--- config.mk ---
export PLATFORM = sky130hd
export DESIGN_NAME = if_fetch_stage_flat
export DESIGN_NICKNAME = d
export VERILOG_FILES = /design/src/rtl/if_fetch_stage_pkg.sv /design/src/rtl/if_fetch_stage_if.sv /design/src/rtl/if_hold_buf.sv /design/src/rtl/if_fetch_stage.sv /design/src/flat_wrapper.sv
export SDC_FILE = /design/constraint.sdc
export NUM_CORES = 1
export LEC_CHECK = 0
export BUFFER_PORTS_ARGS = -buffer_cell sky130_fd_sc_hd__buf_2
export CORE_MARGIN = 4
export CORE_UTILIZATION = 30
export DETAILED_ROUTE_END_ITERATION = 8
export HOLD_SLACK_MARGIN = 0.08
export SETUP_SLACK_MARGIN = 0.4
export SLEW_MARGIN = 20
export SYNTH_ARGS = -nofsm -noshare
export SYNTH_HDL_FRONTEND = slang
export SYNTH_SLANG_ARGS = --single-unit
--- constraint.sdc ---
create_clock -name clk -period 4.56 [get_ports clk]
set_clock_uncertainty 0.1 [all_clocks]
set_input_delay 0 -clock clk [delete_from_list [all_inputs] [get_ports clk]]
set_output_delay 0 -clock clk [all_outputs]
set_load 0.005 [all_outputs]
--- src/rtl/if_fetch_stage_pkg.sv ---
// Shared fetch-stage types and constants (state enum, reset PC, NOP encoding).
// Also used by the PC register and the testbench.
package if_pkg;

  localparam int unsigned ADDR_W_DEF = 32;
  localparam int unsigned DATA_W_DEF = 32;
  localparam int unsigned PC_STEP    = 4;

  localparam logic [DATA_W_DEF-1:0] NOP_INSTR = 32'h0000_0000;
  localparam logic [ADDR_W_DEF-1:0] RESET_PC  = 32'h0040_0000;

  typedef enum logic [0:0] {
    FETCH = 1'b0,
    HOLD  = 1'b1
  } if_state_e;

  // Sequential PC successor, wrapping modulo 2^32.
  function automatic logic [ADDR_W_DEF-1:0] pc_next(input logic [ADDR_W_DEF-1:0] pc);
    return pc + ADDR_W_DEF'(PC_STEP);
  endfunction

endpackage : if_pkg

--- src/rtl/if_fetch_stage_if.sv ---
// Instruction-memory request/response bus between the fetch stage and imem.
interface if_fetch_stage_if #(
  parameter int unsigned ADDR_W = 32,
  parameter int unsigned DATA_W = 32
);

  logic              imem_req;
  logic [ADDR_W-1:0] imem_addr;
  logic              imem_ack;
  logic [DATA_W-1:0] imem_rdata;

  // Fetch stage side
  modport master (
    output imem_req,
    output imem_addr,
    input  imem_ack,
    input  imem_rdata
  );

  // Memory side
  modport slave (
    input  imem_req,
    input  imem_addr,
    output imem_ack,
    output imem_rdata
  );

endinterface : if_fetch_stage_if

--- src/rtl/if_hold_buf.sv ---
// One-entry pc/instruction skid buffer used while ID is stalled.
module if_hold_buf #(
  parameter int unsigned       ADDR_W    = 32,
  parameter int unsigned       DATA_W    = 32,
  parameter logic [DATA_W-1:0] NOP_INSTR = '0
) (
  input  logic              clk,
  input  logic              clear_i,
  input  logic              load_i,
  input  logic              drain_i,
  input  logic [ADDR_W-1:0] pc_i,
  input  logic [DATA_W-1:0] instr_i,
  output logic              valid_o,
  output logic [ADDR_W-1:0] pc_o,
  output logic [DATA_W-1:0] instr_o
);

  logic              valid_q;
  logic [ADDR_W-1:0] pc_q;
  logic [DATA_W-1:0] instr_q;

  // Clear dominates; a load into a full buffer cannot occur (the FSM is in HOLD).
  always_ff @(posedge clk) begin
    if (clear_i) begin
      valid_q <= 1'b0;
      pc_q    <= '0;
      instr_q <= NOP_INSTR;
    end else if (load_i) begin
      valid_q <= 1'b1;
      pc_q    <= pc_i;
      instr_q <= instr_i;
    end else if (drain_i) begin
      valid_q <= 1'b0;
    end
  end

  assign valid_o = valid_q;
  assign pc_o    = pc_q;
  assign instr_o = instr_q;

endmodule : if_hold_buf

--- src/rtl/if_fetch_stage.sv ---
// MIPS instruction-fetch stage: issues imem requests, absorbs wait states and
// ID stalls, drives IF/ID. Optional perf counters under IF_PERF_CNT_EN.
module if_fetch_stage #(
  parameter int unsigned       ADDR_W    = 32,
  parameter int unsigned       DATA_W    = 32,
  parameter logic [DATA_W-1:0] NOP_INSTR = DATA_W'(if_pkg::NOP_INSTR)
) (
  input  logic                clk,
  input  logic                rst,
  input  logic [ADDR_W-1:0]   pc_in,
  if_fetch_stage_if.master    imem,
  input  logic                stall_id,
  input  logic                flush,
  output logic                pc_hold,
  output logic                id_valid,
  output logic [ADDR_W-1:0]   id_pc,
  output logic [ADDR_W-1:0]   id_pc_plus4,
  output logic [DATA_W-1:0]   id_instr
`ifdef IF_PERF_CNT_EN
  ,
  output logic [31:0]         perf_fetch_cnt,
  output logic [31:0]         perf_stall_cnt
`endif
);

  import if_pkg::*;

  if_state_e         state_q;
  logic              id_valid_q;
  logic [ADDR_W-1:0] id_pc_q;
  logic [ADDR_W-1:0] id_pc_plus4_q;
  logic [DATA_W-1:0] id_instr_q;

  logic              buf_load;
  logic              buf_drain;
  logic              buf_clear;
  logic              buf_valid;
  logic [ADDR_W-1:0] buf_pc;
  logic [DATA_W-1:0] buf_instr;
  logic              in_fetch;
  logic              in_hold;

  assign in_fetch = (state_q == FETCH);
  assign in_hold  = (state_q == HOLD);

  // Memory request is only live in FETCH; ack with no request is ignored.
  assign imem.imem_req  = !rst && in_fetch;
  assign imem.imem_addr = pc_in;

  always_comb begin
    pc_hold = 1'b1;
    if (rst)
      pc_hold = 1'b1;
    else if (flush)
      pc_hold = 1'b0;
    else if (in_hold)
      pc_hold = 1'b1;
    else
      pc_hold = !imem.imem_ack;
  end

  assign buf_clear = rst || flush;
  assign buf_load  = !rst && !flush && in_fetch && imem.imem_ack && stall_id;
  assign buf_drain = !rst && !flush && in_hold && !stall_id && buf_valid;

  if_hold_buf #(
    .ADDR_W    (ADDR_W),
    .DATA_W    (DATA_W),
    .NOP_INSTR (NOP_INSTR)
  ) u_hold_buf (
    .clk     (clk),
    .clear_i (buf_clear),
    .load_i  (buf_load),
    .drain_i (buf_drain),
    .pc_i    (pc_in),
    .instr_i (imem.imem_rdata),
    .valid_o (buf_valid),
    .pc_o    (buf_pc),
    .instr_o (buf_instr)
  );

  // FSM and IF/ID register; flush outranks stall and ack.
  always_ff @(posedge clk) begin
    if (rst) begin
      state_q       <= FETCH;
      id_valid_q    <= 1'b0;
      id_pc_q       <= '0;
      id_pc_plus4_q <= '0;
      id_instr_q    <= NOP_INSTR;
    end else if (flush) begin
      state_q    <= FETCH;
      id_valid_q <= 1'b0;
      id_instr_q <= NOP_INSTR;
    end else begin
      unique case (state_q)
        FETCH: begin
          if (imem.imem_ack) begin
            if (!stall_id) begin
              id_valid_q    <= 1'b1;
              id_pc_q       <= pc_in;
              id_pc_plus4_q <= pc_in + ADDR_W'(PC_STEP);
              id_instr_q    <= imem.imem_rdata;
            end else begin
              state_q <= HOLD;
            end
          end else if (!stall_id) begin
            id_valid_q <= 1'b0;
          end
        end
        HOLD: begin
          if (!stall_id) begin
            state_q       <= FETCH;
            id_valid_q    <= buf_valid;
            id_pc_q       <= buf_pc;
            id_pc_plus4_q <= buf_pc + ADDR_W'(PC_STEP);
            id_instr_q    <= buf_instr;
          end
        end
        default: state_q <= FETCH;
      endcase
    end
  end

  assign id_valid    = id_valid_q;
  assign id_pc       = id_pc_q;
  assign id_pc_plus4 = id_pc_plus4_q;
  assign id_instr    = id_instr_q;

`ifdef IF_PERF_CNT_EN
  logic [31:0] perf_fetch_q;
  logic [31:0] perf_stall_q;

  always_ff @(posedge clk) begin
    if (rst) begin
      perf_fetch_q <= '0;
      perf_stall_q <= '0;
    end else begin
      if (imem.imem_req && imem.imem_ack && !flush)
        perf_fetch_q <= perf_fetch_q + 32'd1;
      if (pc_hold)
        perf_stall_q <= perf_stall_q + 32'd1;
    end
  end

  assign perf_fetch_cnt = perf_fetch_q;
  assign perf_stall_cnt = perf_stall_q;
`endif

endmodule : if_fetch_stage

--- src/flat_wrapper.sv ---
// flat-port wrapper written by rule: the top's interface ports become plain ports
module if_fetch_stage_flat import if_pkg::*;
#(
  parameter int unsigned       ADDR_W    = 32,
  parameter int unsigned       DATA_W    = 32,
  parameter logic [DATA_W-1:0] NOP_INSTR = DATA_W'(if_pkg::NOP_INSTR)
)
  (clk, rst, pc_in, stall_id, flush, pc_hold, id_valid, id_pc, id_pc_plus4, id_instr, imem_imem_req, imem_imem_addr, imem_imem_ack, imem_imem_rdata);
  if_fetch_stage_if #(.ADDR_W(ADDR_W), .DATA_W(DATA_W)) imem_i ();
  input  logic clk;
  input  logic rst;
  input  logic [ADDR_W-1:0] pc_in;
  input  logic stall_id;
  input  logic flush;
  output logic pc_hold;
  output logic id_valid;
  output logic [ADDR_W-1:0] id_pc;
  output logic [ADDR_W-1:0] id_pc_plus4;
  output logic [DATA_W-1:0] id_instr;
  output wire logic [$bits(imem_i.imem_req)-1:0] imem_imem_req;
  output wire logic [$bits(imem_i.imem_addr)-1:0] imem_imem_addr;
  input wire logic [$bits(imem_i.imem_ack)-1:0] imem_imem_ack;
  input wire logic [$bits(imem_i.imem_rdata)-1:0] imem_imem_rdata;
  assign imem_imem_req = imem_i.imem_req;
  assign imem_imem_addr = imem_i.imem_addr;
  assign imem_i.imem_ack = imem_imem_ack;
  assign imem_i.imem_rdata = imem_imem_rdata;
  if_fetch_stage #(.ADDR_W(ADDR_W), .DATA_W(DATA_W), .NOP_INSTR(NOP_INSTR)) u_core (.clk(clk), .rst(rst), .pc_in(pc_in), .imem(imem_i), .stall_id(stall_id), .flush(flush), .pc_hold(pc_hold), .id_valid(id_valid), .id_pc(id_pc), .id_pc_plus4(id_pc_plus4), .id_instr(id_instr));
endmodule
; Word level (Yosys, flattened, before mapping)
; Index checks and enable logic that the tools add are counted.
; W data, S select, Z words.
[word_totals]
register_bits = 163
input_bits = 69
output_inout_bits = 131
word_cells = 58
[classes]
n_addsub = 2
eq_ne = 3
muxes = 25
bitwise = 2
n_reduce_logical = 18
[op_table]
columns = op, count
row1 = $mux W32, 9
row2 = $pmux W32 S2, 3
row3 = $add A32 B3 Y32 const B, 2
row4 = $mux W1, 11
row5 = $logic_and A1 B1 Y1, 8
row6 = $ne A2 B2 Y1 const B, 3
row7 = $logic_not A1 Y1, 4
row8 = $pmux W1 S2, 2
row9 = $reduce_and A4 Y1, 1
row10 = $reduce_and A3 Y1, 1
row11 = $not A1 Y1, 2
row12 = $reduce_and A2 Y1, 1
row13 = $reduce_bool A2 Y1, 1
row14 = $reduce_or A2 Y1, 1
row15 = $logic_or A1 B1 Y1, 1

; Logic depth before layout (Yosys ltp)
[logic_depth]
ltp_word = 7
depth_mapped = 12
ltp_nobuf = 7

; Cells and area by module
; Synthesis repeated with hierarchy kept, for this count alone.
[unflattened]
cells_unflattened = 800
area_unflattened_um2 = 7597.3
[modules_own_cells]
columns = mod, instances, cells_per_inst, area_per_inst_um2, seq_area_each_um2
row1 = if_fetch_stage, 1, 590, 5252.5, 1921.8
row2 = if_hold_buf, 1, 210, 2344.7, 1301.2

; Worst setup path after synthesis
; No wires, ideal clock.
[synth_timing]
kind = reg-to-reg
start = register u_core.state_q, in the netlist u_core.in_hold
end = register u_core.id_pc_plus4_q[30], in the netlist u_core.id_pc_plus4[30]
setup_time_ps = 62
arrival_time_ps = 2639
required_time_ps = 4398
path_slack_ps = 1759
stages_incl_launch_ff = 13
path_buffers = 5
period_less_slack_ps = 2801
path_cell_list = dfxtp_1 buf_6 buf_6 buf_4 buf_4 buf_4 mux2_2 ha_1 nand4_1 a21oi_4 nand2_1 or4_1 nand3_1
[synth_between]
elab_chain_len = 3
elab_cells_between_ends = 6
classes_between = eq/ne (3) / mux (1) / bitwise (1) / reduce/logical (1)
[synth_lines]
columns = item, line_no
row1 = from (decl), if_fetch_stage.sv:28  ; if_state_e state_q;
row2 = from (signal assigned), if_fetch_stage.sv:85  ; state_q <= FETCH;
row3 = from (signal assigned), if_fetch_stage.sv:91  ; state_q <= FETCH;
row4 = from (signal assigned), if_fetch_stage.sv:104  ; state_q <= HOLD;
row5 = $not A1 Y1, if_fetch_stage.sv:95  ; unique case (state_q)
row6 = $ne A2 B2 Y1 (no line), -
row7 = $reduce_and A4 Y1 (no line), -
row8 = to (signal assigned), if_fetch_stage.sv:101  ; id_pc_plus4_q <= pc_in + ADDR_W'(PC_STEP);
row9 = to (signal assigned), if_fetch_stage.sv:115  ; id_pc_plus4_q <= buf_pc + ADDR_W'(PC_STEP);
row10 = to (decl), if_fetch_stage.sv:31  ; logic [ADDR_W-1:0] id_pc_plus4_q;
; Parallel ways exist; a longest one is shown, timed or not.
; A chain may end at the register's enable or synchronous reset.

; Worst setup path in the final report
[layout_timing]
start = register u_core.state_q, in the netlist u_core.in_hold
end = register u_core.u_hold_buf.instr_q[1], in the netlist u_core.u_hold_buf.instr_o[1]
[layout_between]
elab_chain_len = 4
[layout_lines]
columns = item, line_no
row1 = $not A1 Y1, if_fetch_stage.sv:43  ; assign in_fetch = (state_q == FETCH);
row2 = $logic_and A1 B1 Y1 (3 in a row), if_fetch_stage.sv:63  ; assign buf_load = !rst && !flush && in_fetch && imem.imem_ack && stall_id;
row3 = to (signal assigned), if_hold_buf.sv:31  ; instr_q <= instr_i;
row4 = to (decl), if_hold_buf.sv:20  ; logic [DATA_W-1:0] instr_q;
; Every way passes these cells.

==> flow_summary.json <==
{
  "syn-cell-area_um2": 7387,
  "start_util": 0.3046,
  "synth-warning-count": 0,
  "placed_cell_area_um2": 8320,
  "cts_made_buffers": 17,
  "wl_per_cell_um": 15.50,
  "path_max_fanout": 70,
  "min_delay_worst_endpoint": "u_core.id_pc[22]",
  "vias": 7115,
  "final_cell_area_um2": 9892,
  "grt_max_degree": 71,
  "die_w_um": 164.9,
  "cts-resized-gates": 0,
  "htreeDepth": 4,
  "yosysSeqAreaShare": 0.4363,
  "required_ns": 4.82,
  "die_y_um": 164.9,
  "r2r_end": "u_core.u_hold_buf.instr_o[1]",
  "relSlewSlack": 0.2845,
  "r2r_start": "u_core.in_hold",
  "most-common-layout-cells": "buf_2, nand2_1, dfxtp_1",
  "cp-end-kind": "flip-flop",
  "hold_class": "in2reg",
  "drive_gt1_frac": 0.2321,
  "fin_nets": 1177,
  "post_cts_buffers": 0,
  "syn_avg_cell_area_um2": 8.347,
  "synth-async-reset-ratio": 0,
  "tns_ns": 0,
  "synth_edf_count": 0,
  "cts_buffer_depth": 2,
  "grt_pass1_wl_mm": 34.88,
  "status": "completed",
  "peakVddDrop_mv": 0.1741,
  "rsz0062_at_grt": "no",
  "hold_ws_ns": 0.1372,
  "drv_slew": 0,
  "grt_pass1_vias": 6719,
  "synth_seq_cells": 161,
  "overflow": 0,
  "cap_violations": 0,
  "startpoint_type": "flip-flop",
  "period_needed_ns": 3.781,
  "synthCells": 885,
  "synth_ff_type": "dfxtp_1",
  "finalSetupViolCount": 0,
  "cts-root-buf": "clkbuf_16",
  "arrival_ns": 4.05,
  "area_growth_pct": 33.91,
  "final.period_utilization": 0.8292,
  "power_density_nw_per_um2": 333.4,
  "die-area_um2": 27200,
  "core.rowCount": 57,
  "cts_tree": "yes",
  "synth_nets": 955,
  "portBuffers": 199,
  "critPathKind": "reg2reg",
  "layout_commonest_cell": "buf_2",
  "ios": 200,
  "r2r_slack_ns": 0.78,
  "diodes": 0,
  "timing.final.hold_violations": 0,
  "drt-total-wl_mm": 22.39,
  "cts.sinks": 161,
  "fillCellCount": 2462,
  "ys_types": 47,
  "fmax_mhz": 264.5,
  "p_leak_uw": 0.004254,
  "drt_iter0_drc": 585,
  "ant_nets": 0,
  "hold_buffers": 98,
  "clk_pin_slew_ns": 0.07,
  "grt_antenna_before_repair": 0,
  "hold_start": "rst",
  "rr_worst_depth": 7,
  "dpl.hpwl_mm": 15.11,
  "drt_first_pass_iters": 5,
  "drc": 0,
  "routed_via_density": 4.927,
  "grtUsageTotal": 0.1607,
  "clk_latency_ns": 0.43,
  "hold_depth": 3,
  "core_area_um2": 24250,
  "place_congestion": 0.8473,
  "worst_pin_slew_ns": 1.067,
  "power_uw": 3298
}
-- cell usage after synthesis, drive strengths merged (11+ instances only) --
cell	n	area share
a211oi	64	0.065
a21oi	24	0.018
buf	57	0.053
clkbuf	47	0.024
dfxtp	161	0.44
mux2i	62	0.084
nand2	168	0.085
nand3	114	0.077
nor2	74	0.038
nor3	11	0.0075
o21ai	14	0.0095
-- layer usage --
layer | share of wire | vias to the layer above | global-route usage
li1 | - | 3545 | -
met1 | 0.46 | 3305 | 0.2148
met2 | 0.45 | 242 | 0.2587
met3 | 0.073 | 23 | 0.03743
met4 | 0.016 | 0 | 0.04802
met5 | 0 | - | 0
-- per-stage QoR --
stage,std cells,utilization,worst slack [ns]
3_5_place_dp,1314,0.3431,1.338
6_report,1444,0.4079,0.7788
4_1_cts,1444,0.4079,0.7608
3_3_place_gp,1314,0.3431,1.391
5_1_grt,1444,0.4079,0.4922
2_1_floorplan,885,-,1.759
-- where the power goes --
part | switching [µW] | internal, µW | total, µW
registers | 34.1 | 1460 | 1490
logic | 211 | 174 | 385
clock network | 638 | 785 | 1420
-- state kept, by name, summed over array words and instances, names as in the netlist --
register	count
u_core.u_hold_buf.pc_o	32
u_core.u_hold_buf.valid_o	1
u_core.id_pc	30
u_core.u_hold_buf.instr_o	32
u_core.id_instr	32
u_core.in_hold	1
u_core.id_pc_plus4	32
u_core.id_valid	1
-- how the worst max path moves through the flow --
stage / slack [ns] / end / startpoint / depth (start not counted)
final: 0.78 / u_core.u_hold_buf.instr_o[1] / u_core.in_hold / 7
after global routing: 0.49 / u_core.u_hold_buf.instr_o[21] / u_core.in_hold / 7
after CTS: 0.76 / u_core.u_hold_buf.instr_o[5] / u_core.in_hold / 7
after detailed placement: 1.34 / u_core.u_hold_buf.instr_o[13] / u_core.in_hold / 6
after global placement: 1.39 / u_core.u_hold_buf.instr_o[22] / u_core.in_hold / 6
after floorplan: 1.76 / u_core.id_pc_plus4[30] / u_core.in_hold / 12
-- worst max-delay path, stage by stage (launching register included) --
cell	delay, ns
dfxtp_4	0.86
buf_4	0.68
nor2b_1	0.23
nand3_2	0.61
buf_4	0.43
nand3_1	0.12
nand2_1	0.12
dlygate4sd3_1	0.55
-- cells by family after synthesis --
kind of cell / Yosys count / synth area share
AO/OA/AOI/OAI: 132 / 0.1264
XOR/XNOR: 11 / 0.01304
adder cells (fa/ha/maj): 1 / 0.001693
buffers and inverters: 106 / 0.07791
flip-flops: 161 / 0.4363
multiplexers: 68 / 0.09316
AND/OR/NAND/NOR: 406 / 0.2515
-- cell type report --
class                      instances  area (µm²)  area share
clock buffer                      18       439.2     0.04440
clock inverter                    14       151.4     0.01530
inverter                           2       7.507   0.0007589
multi-input combinational        618        3610      0.3649
sequential                       161        3227      0.3262
tap                              324       405.4     0.04098
timing repair buffer             307        2052      0.2074
No activity file was read; power rests on OpenSTA's default activity.
